===== config.mk =====
export PLATFORM = sky130hd
export DESIGN_NAME = prog_counter_modal
export DESIGN_NICKNAME = d
export VERILOG_FILES = /design/src/rtl/prog_counter_modal.sv
export SDC_FILE = /design/constraint.sdc
export NUM_CORES = 1
export LEC_CHECK = 0
export ABC_CLOCK_PERIOD_IN_PS = 2900
export BUFFER_PORTS_ARGS = -buffer_cell sky130_fd_sc_hd__buf_2
export CAP_MARGIN = 20
export CORE_ASPECT_RATIO = 0.6
export CORE_UTILIZATION = 50
export DETAILED_ROUTE_END_ITERATION = 10
export GPL_ROUTABILITY_DRIVEN = 0
export HOLD_SLACK_MARGIN = 0.15
export PLACE_DENSITY = 0.7
export SLEW_MARGIN = 20
export SYNTH_ARGS = -nofsm -noshare
export SYNTH_HDL_FRONTEND = slang
export SYNTH_SLANG_ARGS = --single-unit

===== constraint.sdc =====
create_clock -name clk -period 2.9 [get_ports clk]
set_input_delay 0.435 -clock clk [delete_from_list [all_inputs] [get_ports clk]]
set_output_delay 0.435 -clock clk [all_outputs]
set_load 0.02 [all_outputs]

===== src/rtl/prog_counter_modal.sv =====
// Programmable counter with four counting modes (free-run up, modulo up,
// down auto-reload, one-shot down), a 4-bit prescaler, and a byte-wide
// register interface. The count is read a byte at a time through uo_out.
module prog_counter_modal #(
    parameter int WIDTH = 16
) (
    input  logic       clk,
    input  logic       rst_n,
    input  logic       ena,
    input  logic [7:0] ui_in,
    input  logic [7:0] uio_in,
    output logic [7:0] uo_out,
    output logic [7:0] uio_out,
    output logic [7:0] uio_oe
);

    localparam logic [WIDTH-1:0] ONES = '1;

    logic [WIDTH-1:0] r_count;
    logic [WIDTH-1:0] r_limit;
    logic [1:0]       r_mode;
    logic [3:0]       r_presc;
    logic [3:0]       r_psc;
    logic             r_tc;
    logic             r_done;

    logic             w_wr;
    logic [1:0]       w_addr;
    logic             w_en;
    logic             w_sel;
    logic             w_running;
    logic             w_tick;
    logic             w_step;
    logic [WIDTH-1:0] w_next;
    logic             w_term;
    logic [15:0]      w_cnt16;
    logic [15:0]      w_lim16;
    logic [15:0]      w_lim_wide;
    logic [WIDTH-1:0] w_lim_hi_new;
    logic             w_unused_bits;

    assign w_wr      = ena & uio_in[0];
    assign w_addr    = uio_in[2:1];
    assign w_en      = uio_in[3];
    assign w_sel     = uio_in[4];
    assign w_running = !((r_mode == 2'd3) && r_done);
    assign w_tick    = ena & ~uio_in[0] & w_en & w_running;
    assign w_step    = w_tick & (r_psc == r_presc);

    // Zero-extended views so the byte-wide paths work for any WIDTH in 8..16;
    // bits above WIDTH in the high-byte write simply fall off.
    assign w_cnt16       = 16'(r_count);
    assign w_lim16       = 16'(r_limit);
    assign w_lim_wide    = {ui_in, w_lim16[7:0]};
    assign w_lim_hi_new  = w_lim_wide[WIDTH-1:0];
    assign w_unused_bits = &{1'b0, uio_in[7:5], w_lim16[15:8]};

    // Next count value and terminal-event flag for one step in the current mode.
    always_comb begin
        w_next = r_count;
        w_term = 1'b0;
        case (r_mode)
            2'd0: begin
                w_next = r_count + 1'b1;
                w_term = (r_count == ONES);
            end
            2'd1: begin
                if (r_count >= r_limit) begin
                    w_next = '0;
                    w_term = 1'b1;
                end else begin
                    w_next = r_count + 1'b1;
                end
            end
            2'd2: begin
                if (r_count == '0) begin
                    w_next = r_limit;
                    w_term = 1'b1;
                end else begin
                    w_next = r_count - 1'b1;
                end
            end
            default: begin
                w_next = r_count - 1'b1;
                w_term = (r_count == WIDTH'(1));
            end
        endcase
    end

    // Register writes, START, prescaler and counting; a write cycle never steps.
    always_ff @(posedge clk or negedge rst_n) begin
        if (!rst_n) begin
            r_count <= '0;
            r_limit <= ONES;
            r_mode  <= 2'd0;
            r_presc <= 4'd0;
            r_psc   <= 4'd0;
            r_tc    <= 1'b0;
            r_done  <= 1'b0;
        end else begin
            r_tc <= 1'b0;
            if (w_wr) begin
                case (w_addr)
                    2'd0: r_limit[7:0] <= ui_in;
                    2'd1: r_limit      <= w_lim_hi_new;
                    2'd2: begin
                        r_mode  <= ui_in[1:0];
                        r_presc <= ui_in[5:2];
                        r_psc   <= 4'd0;
                    end
                    default: begin
                        r_psc <= 4'd0;
                        if (!r_mode[1]) begin
                            r_count <= '0;
                            r_done  <= 1'b0;
                        end else begin
                            r_count <= r_limit;
                            // A one-shot with nothing to count is finished at once.
                            r_done  <= (r_mode == 2'd3) && (r_limit == '0);
                        end
                    end
                endcase
            end else if (w_tick) begin
                if (w_step) begin
                    r_psc   <= 4'd0;
                    r_count <= w_next;
                    r_tc    <= w_term;
                    if ((r_mode == 2'd3) && w_term) begin
                        r_done <= 1'b1;
                    end
                end else begin
                    r_psc <= r_psc + 1'b1;
                end
            end
        end
    end

    assign uo_out  = w_sel ? w_cnt16[15:8] : w_cnt16[7:0];
    assign uio_out = {r_mode[1], r_done, r_tc, 5'b00000};
    assign uio_oe  = 8'hE0;

endmodule


; Word level (Yosys, flattened, before mapping)
; Cells that the tools add are included.
[classes]
n_lt_le_gt_ge = 1
n_mux = 25
n_eq_ne = 10
addsub = 3
n_shift = 0
bitwise = 6
div_mod_pow = 0
n_reduce_logical = 19
multipliers = 0
[ops]
columns = cell, count
row1 = $mux W16, 7
row2 = $pmux W16 S3, 1
row3 = $logic_not A16 Y1, 2
row4 = $add A16 B1 Y16 const B, 1
row5 = $eq A16 B1 Y1 const B, 1
row6 = $eq A16 B16 Y1 const B, 1
row7 = $ge A16 B16 Y1, 1
row8 = $mux W4, 4
row9 = $sub A16 B1 Y16 const B, 1
row10 = $mux W1, 11
row11 = $mux W8, 1
row12 = $reduce_and A2 Y1, 4
row13 = $eq A2 B2 Y1 const B, 3
row14 = $reduce_bool A2 Y1, 3
row15 = $and A1 B1 Y1, 5
row16 = $add A4 B1 Y4 const B, 1
row17 = $eq A2 B1 Y1 const B, 2
row18 = $eq A4 B4 Y1, 1
row19 = $logic_not A2 Y1, 2
row20 = $ne A2 B2 Y1 const B, 2
row21 = $reduce_and A4 Y1, 1
row22 = $logic_and A1 B1 Y1, 3
row23 = $pmux W1 S3, 1
row24 = $reduce_and A3 Y1, 1
row25 = other kinds (4), 4
[totals]
ram_bits = 0
elab_cells = 72
register_bits = 44
romBits = 0
memories = 0
in_bits = 19
latchBits = 0
out_inout_bits = 24

; Longest topological paths before layout
; Gate-level depths: netlist (run 1).
[logic_depth]
depth_word = 8
mapped_depth = 10
ltp_nobuf = 9

; Least setup slack after synthesis (run 1)
; OpenSTA, ideal clock, no wires.
[synth_timing]
path_type = register to register
start = register r_count[0]
end = register r_count[12]
path_stages_with_launch = 11
setup_time_ns = 0.073
synth_period_minus_slack_ns = 2.446
n_path_buf = 1
t_arrival_ns = 2.373
required_time_ns = 2.827
setup_slack_ns = 0.454
path_cell_list = dfrtp_1 -> inv_1 -> ha_1 -> nand2b_1 -> a2111o_1 -> a311oi_1 -> a21o_1 -> clkbuf_8 -> nand3b_1 -> a31o_1 -> a21oi_2
[synth_via]
elab_chain_cells = 6
elab_cells_between_ends = 10
cone_classes = add/sub: 2 / order compare: 1 / mux: 6 / reduce/logical: 1
[synth_lines]
columns = item, line_no
row1 = from (decl), 19  ; logic [WIDTH-1:0] r_count;
row2 = from (signal assigned), 117  ; r_count <= r_limit;
row3 = from (signal assigned), 126  ; r_count <= w_next;
row4 = "$sub A16 B1 Y16, or another cell as far along", "80, 84"
row5 = $mux W16 (on tied branches), "76, 68"
row6 = $pmux W16 S3 *, 62  ; case (r_mode)
row7 = $mux W16 *, 124  ; if (w_step) begin
row8 = $mux W16 *, 123  ; end else if (w_tick) begin
row9 = $mux W16 *, 102  ; if (w_wr) begin
; Mark *: on every way between the ends. The rest lies on a longest branch, timed or not. The select of a mux whose other input is x is not followed.
; A chain may end at the register's enable or synchronous reset.

; Worst setup path after layout (run 1)
[layout_timing]
start = register r_limit[0]
end = register r_count[9]
[layout_via]
elab_chain_cells = 6
[layout_lines]
columns = item, line_no
row1 = from (decl), 20  ; logic [WIDTH-1:0] r_limit;
row2 = from (signal assigned), 104  ; 2'd0: r_limit[7:0] <= ui_in;
row3 = from (signal assigned), 105  ; 2'd1: r_limit <= w_lim_hi_new;
row4 = $ge A16 B16 Y1, 68  ; if (r_count >= r_limit) begin
row5 = $mux W16, 68
row6 = $pmux W16 S3, 62
row7 = $mux W16, 124
row8 = $mux W16, 123
row9 = $mux W16, 102
; Every way passes these cells. The select of a mux whose other input is x is not followed.

==> impl_results.md, run 1 <==
* FP Rows at 23
* EDFF count, synth at 0
* Setup Crit Path Kind: flip-flop to flip-flop
* Status: finished, final reports clean
* Hold WS at 381 ps
* Die W at 114 um
* Largest net degree at the start of global routing at 45
* Utilization after layout at 60.0%
* Clock Latency Late Sink at 290 ps
* Prevailing post-synth register cell: dfrtp_1
* Yosys warns at 0
* Drt drc at 0
* Grt ovf at 0
* Routed WL at 10900 um
* Clock transition at path regs at 60 ps
* Critical Path Sink Type: flip-flop
* Nets at 495
* Final min period at 2680 ps
* Core area at 6940 um^2
* Hold Fails Final Rpt at 0
* CTS tree: yes
* Max-slew headroom at 62.1%
* Mapped Avg Cell Area at 8.82 um^2
* Max Cap Violations at 0
* Final setup vio count at 0
* Diodes inserted at 0
* Overall power at 0.00359 W
* Die area at 7840 um^2
* Die Ht at 69.0 um
* Clk buf depth at 2
* Avg WL per Cell at 19.6 um
* Startpoint types: flip-flop
* Fraction of layout cells with a size suffix above 1 at 26.8%
* Slew Limit Fails at 0
* GRT Total Usage at 29.0%
* Final Cycle Share at 92.3%
* Fmax at 373 MHz
* Sequential element share of the synthesized area at 30.0%
* Worst-Margin Slew at 565 ps
* Synth Instances at 424
* Initial core utilization at 53.9%
* Crit Path Max Fanout at 9
* Pre-antenna DRT Iters at 5
* DR vias/cell at 5.98
* Worst VDD drop at 0.435 mV
* Vias at 3324
* Initial antenna violation count at 0
* Post-route ant nets at 0
* Synth unique cells at 72
* Arr. time, crit path at 2880 ps
* Top Ports at 43
* Post-synth ARST share at 100%
* Htree depth at 2
* Synthesis-to-finish area growth at 11.2%
* Worst min-delay path category: input pin to flip-flop
* Leak at 1.77 nW
* Clock skew at 10.6 ps
* CTS buffer count at 5
* Fin Setup TNS at 0 ps
* Post-Syn Area at 3740 um^2
* Root Buffer: clkbuf_16
* Register bit total from synthesis at 44
* Number of global-route vias before repair at 2979
* Placed wire-length estimate at 8340 um
* RSZ-0062 raised after global routing: no
* Clock Sinks at 44
* First-pass GRT wire length at 16500 um
* Power Density at 863 nW/um^2
* Critical path, cell by cell: ha_1 > nand2b_1 > a2111o_1 > a311oi_2 > a21oi_1 > buf_4 > a211oi_1 > o32ai_1 > a32oi_1
* CP peak stage delay at 590 ps
* Required time worst endpoint at 3100 ps
* Slowest CP cell: dfstp_2
* DRT iter0 DRCs at 321
* PortBufs at 26
## layout make-up
type                       instances  area (um^2)
clock buffer                       6          139
clock inverter                     2         38.8
fill                             641         2780
inverter                          21         78.8
multi-input combinational        325         2260
sequential                        44         1120
tap                              100          125
timing repair buffer              58          398
## report_power, final
group | leakage (nW) | internal (W) | switching (W)
registers | 0.528 | 0.000813 | 0.000180
logic | 1.15 | 0.000777 | 0.00114
clock network | 0.0871 | 0.000432 | 0.000248
## Yosys cell counts, drive strengths merged, types with 6 or more instances
| cell | n | area (um^2) |
|---|---|---|
| nand3 | 14 | 70.1 |
| mux2 | 21 | 236 |
| buf | 23 | 181 |
| ha | 21 | 263 |
| and2 | 7 | 50.1 |
| a21oi | 26 | 134 |
| inv | 21 | 78.8 |
| o31ai | 6 | 45.0 |
| o21ai | 26 | 145 |
| and3 | 8 | 51.3 |
| xor2 | 8 | 70.1 |
| dfstp | 16 | 420 |
| clkbuf | 21 | 149 |
| dfrtp | 28 | 701 |
| a221oi | 6 | 65.1 |
| nor3 | 14 | 70.1 |
| nand4 | 10 | 77.6 |
| nor2 | 21 | 78.8 |
| nor4 | 7 | 65.1 |
| nand2 | 46 | 175 |
| a211oi | 7 | 52.6 |
| xnor2 | 18 | 158 |
## per-layer routing
metal  up-vias  routed length [um]  track usage, %
met3         8                1220            10.1
met2       167                4490            42.5
met4         0                  74            4.93
li1       1565                   -               -
met1      1584                5100            41.3
met5         -                   0               0
## cells by family (layout without fill, tap and decap cells)
family,Yosys count,after routing,share of synthesized area (%)
muxes,22,22,6.59
other,2,13,0.201
xor gates and xnor gates,26,26,6.09
DFF,44,44,30.0
and+or+nand+nor,139,139,19.6
buffers and inverters,66,87,11.2
adders and majority gates,21,21,7.03
AOI/OAI and AO/OA,104,104,19.3
## metrics by stage
| step | setup WS (ps) | instance area (um^2) | cells |
|---|---|---|---|
| finish | 222 | 4160 | 556 |
| detailed placement | 126 | 3930 | 546 |
| CTS | 88.2 | 4110 | 554 |
| global placement | 167 | 3930 | 546 |
| floorplan | 454 | 3780 | 435 |
| global route | 75.2 | 4160 | 556 |
## final timing paths
path / from / end / slack (ps) / cells past startpoint
min in group asynchronous: rst_n / r_psc[0]$_DFFE_PN0P_ / 580 / 2
min: ui_in[2] / r_limit[2]$_DFFE_PN1P_ / 380 / 3
min reg2reg: r_presc[2]$_DFFE_PN0P_ / r_presc[2]$_DFFE_PN0P_ / 530 / 1
max in group asynchronous: rst_n / r_limit[6]$_DFFE_PN1P_ / 1760 / 3
max reg2reg: r_limit[0]$_DFFE_PN1P_ / r_count[9]$_DFFE_PN0P_ / 220 / 9
max: r_limit[0]$_DFFE_PN1P_ / r_count[9]$_DFFE_PN0P_ / 220 / 9
## layout by cell type, fill, tap and decap left out, types with 16 or more instances in the layout
cell and n:
a21oi_1 25, xnor2_1 18, nand2_1 45, mux2_2 21, ha_1 21, inv_1 21
nor2_1 21, buf_2 26, dfstp_2 16, buf_4 29, dfrtp_1 28, o21ai_0 22
## worst max-delay path: cells and delay by family, from the launching register on
family,cells,cell delay (ps)
DFF,1,590
and+or+nand+nor,1,140
AOI/OAI and AO/OA,6,1430
buffers and inverters,1,190
adders and majority gates,1,240
## flip-flops by register name (all words and copies together) (netlist names)
signal / count
r_count: 16
r_done: 1
r_limit: 16
r_mode: 2
r_presc: 4
r_psc: 4
r_tc: 1
## timing repair
action / 4_1_cts / 5_1_grt
endpoints found under the setup margin: 0 / 14
buffers inserted: 0 / 0
gates resized for setup: 0 / 5
endpoints found under the hold margin: 0 / 10
hold buffers: 0 / 1
(Power assumes the default switching activity.)
==> run 2, diff against run 1 <==
--- a/config.mk
+++ b/config.mk
@@ -8,7 +8,6 @@
 export ABC_CLOCK_PERIOD_IN_PS = 2900
 export BUFFER_PORTS_ARGS = -buffer_cell sky130_fd_sc_hd__buf_2
 export CAP_MARGIN = 20
-export CORE_ASPECT_RATIO = 0.6
 export CORE_UTILIZATION = 50
 export DETAILED_ROUTE_END_ITERATION = 10
 export GPL_ROUTABILITY_DRIVEN = 0
==> impl_results.md, run 2 (synthesis results as in run 1) <==
* Routed WL at 10300 um
* # fillers at 658
* Worst VDD drop at 0.460 mV
* Final min period at 2720 ps
* Commonest cells after routing, fill and taps aside: 45 x nand2_1, 28 x buf_4, 28 x dfrtp_1
* Post-route ant nets at 0
* Number of global-route vias before repair at 3189
* DRT iter0 DRCs at 393
* Startpoint types: flip-flop
* Clk buf depth at 2
* Grt ovf at 0
* Root Buffer: clkbuf_8
* RSZ-0062 raised after global routing: no
* Arr. time, crit path at 2900 ps
* Die area at 7830 um^2
* Clock skew at 12.8 ps
* Die W at 88.5 um
* Slowest CP cell: dfstp_2
* Top Ports at 43
* Fmax at 368 MHz
* Regs by FF count: r_count: 16 flops, r_limit: 16 flops
* CTS buffer count at 5
* Synthesis-to-finish area growth at 7.39%
* Power Density at 827 nW/um^2
* Clock Sinks at 44
* CP peak stage delay at 620 ps
* Setup Crit Path Kind: flip-flop to flip-flop
* Placed wire-length estimate at 7670 um
* Required time worst endpoint at 3080 ps
* # Post-CTS Setup Buffers at 0
* Slew Limit Fails at 0
* Critical path, cell by cell: inv_1 > ha_1 > nand4_1 > nor3_1 > a311oi_1 > a21o_1 > buf_4 > a222oi_1 > o31ai_1
* Worst setup margin at 184 ps
* Vias at 3413
* Htree depth at 2
* Crit Path Max Fanout at 6
* Drt drc at 0
* Diodes inserted at 0
* Clock transition at path regs at 100 ps
* DR vias/cell at 6.21
* Pre-antenna DRT Iters at 7
* Worst min-delay path category: input pin to asynchronous set/reset pin
* Hold Fails Final Rpt at 0
* Core area at 7250 um^2
* Crit path buf inv count at 2
* Place WS at 157 ps
* Status: finished, final reports clean
* Max-slew headroom at 60.6%
* Clock Latency Late Sink at 320 ps
* Largest net degree at the start of global routing at 45
* Worst path top cell family by delay: compound AO/OA/AOI/OAI gates
* Critical Path Sink Type: flip-flop
* Nets at 490
* Initial antenna violation count at 0
* Die Ht at 88.5 um
* GRT Total Usage at 28.4%
* Most common cell after layout, fill and taps aside: nand2_1
* Overall power at 0.00332 W
* Worst-Margin Slew at 588 ps
* Final Cycle Share at 93.6%
* Fin Setup TNS at 0 ps
* Fraction of layout cells with a size suffix above 1 at 25.5%
* Leak at 1.70 nW
* Final setup vio count at 0
* Placed cell area at 3900 um^2
* CTS tree: yes
* Utilization after layout at 55.4%
* Max Cap Violations at 0
* FP Rows at 31
* Avg WL per Cell at 18.7 um
* First-pass GRT wire length at 16600 um
* Cell area after layout at 4020 um^2
* PortBufs at 26
* Initial core utilization at 51.6%
[run 2: per-layer routing]
| metal | wire length (um) | GRT usage (%) | vias to the layer above |
|---|---|---|---|
| met5 | 0 | 0 | - |
| li1 | - | - | 1558 |
| met2 | 4710 | 44.3 | 156 |
| met3 | 737 | 4.94 | 29 |
| met4 | 255 | 10.1 | 0 |
| met1 | 4580 | 39.5 | 1670 |
[run 2: path summary, 6_finish.rpt]
kind	from	cells past startpoint	slack, ps	to
worst max-delay path	r_limit[13]$_DFFE_PN1P_	9	180	r_count[4]$_DFFE_PN0P_
worst min-delay path	rst_n	1	90	r_count[11]$_DFFE_PN0P_
worst max register to register	r_limit[13]$_DFFE_PN1P_	9	180	r_count[4]$_DFFE_PN0P_
worst min register to register	r_psc[3]$_DFFE_PN0P_	1	530	r_psc[3]$_DFFE_PN0P_
max in group asynchronous	rst_n	1	2380	r_count[6]$_DFFE_PN0P_
min in group clk	ui_in[7]	3	350	r_limit[7]$_DFFE_PN1P_
[run 2: through the flow]
| step | hold WS, ps | instances |
|---|---|---|
| 4_1_cts | 329 | 550 |
| 2_1_floorplan | 139 | 435 |
| 3_3_place_gp | 499 | 542 |
| 6_report | 87.3 | 550 |
| 3_5_place_dp | 499 | 542 |
| 5_1_grt | 151 | 550 |
[run 2: final cells by class]
cell class	count	area [um^2]	area share, %
Tap cell	99	124	3.08
Clock inverter	3	46.3	1.15
Inverter	21	78.8	1.96
Clock buffer	5	68.8	1.71
Sequential cell	44	1120	27.9
Timing Repair Buffer	53	335	8.35
Multi-Input combinational cell	325	2240	55.8
[run 2: timing repair]
| action | CTS | global route |
|---|---|---|
| resized for setup | 0 | 1 |
| setup endpoints to repair | 0 | 1 |
| hold buffers | 0 | 0 |
[run 2: power by group]
group | switching [W] | total, W | internal [W] | leakage [nW]
sequential | 0.000201 | 0.00101 | 0.000811 | 0.528
combinational | 0.00106 | 0.00180 | 0.000740 | 1.12
clock | 0.000250 | 0.000510 | 0.000260 | 0.0548
[run 2: worst register-to-register path: cells and delay by family (launching register included)]
kind	cells	cell delay, ps
AO/OA/AOI/OAI	4	920
flip-flops	1	620
AND/OR/NAND/NOR	2	530
adder cells (fa/ha/maj)	1	280
buffers and inverters	2	240
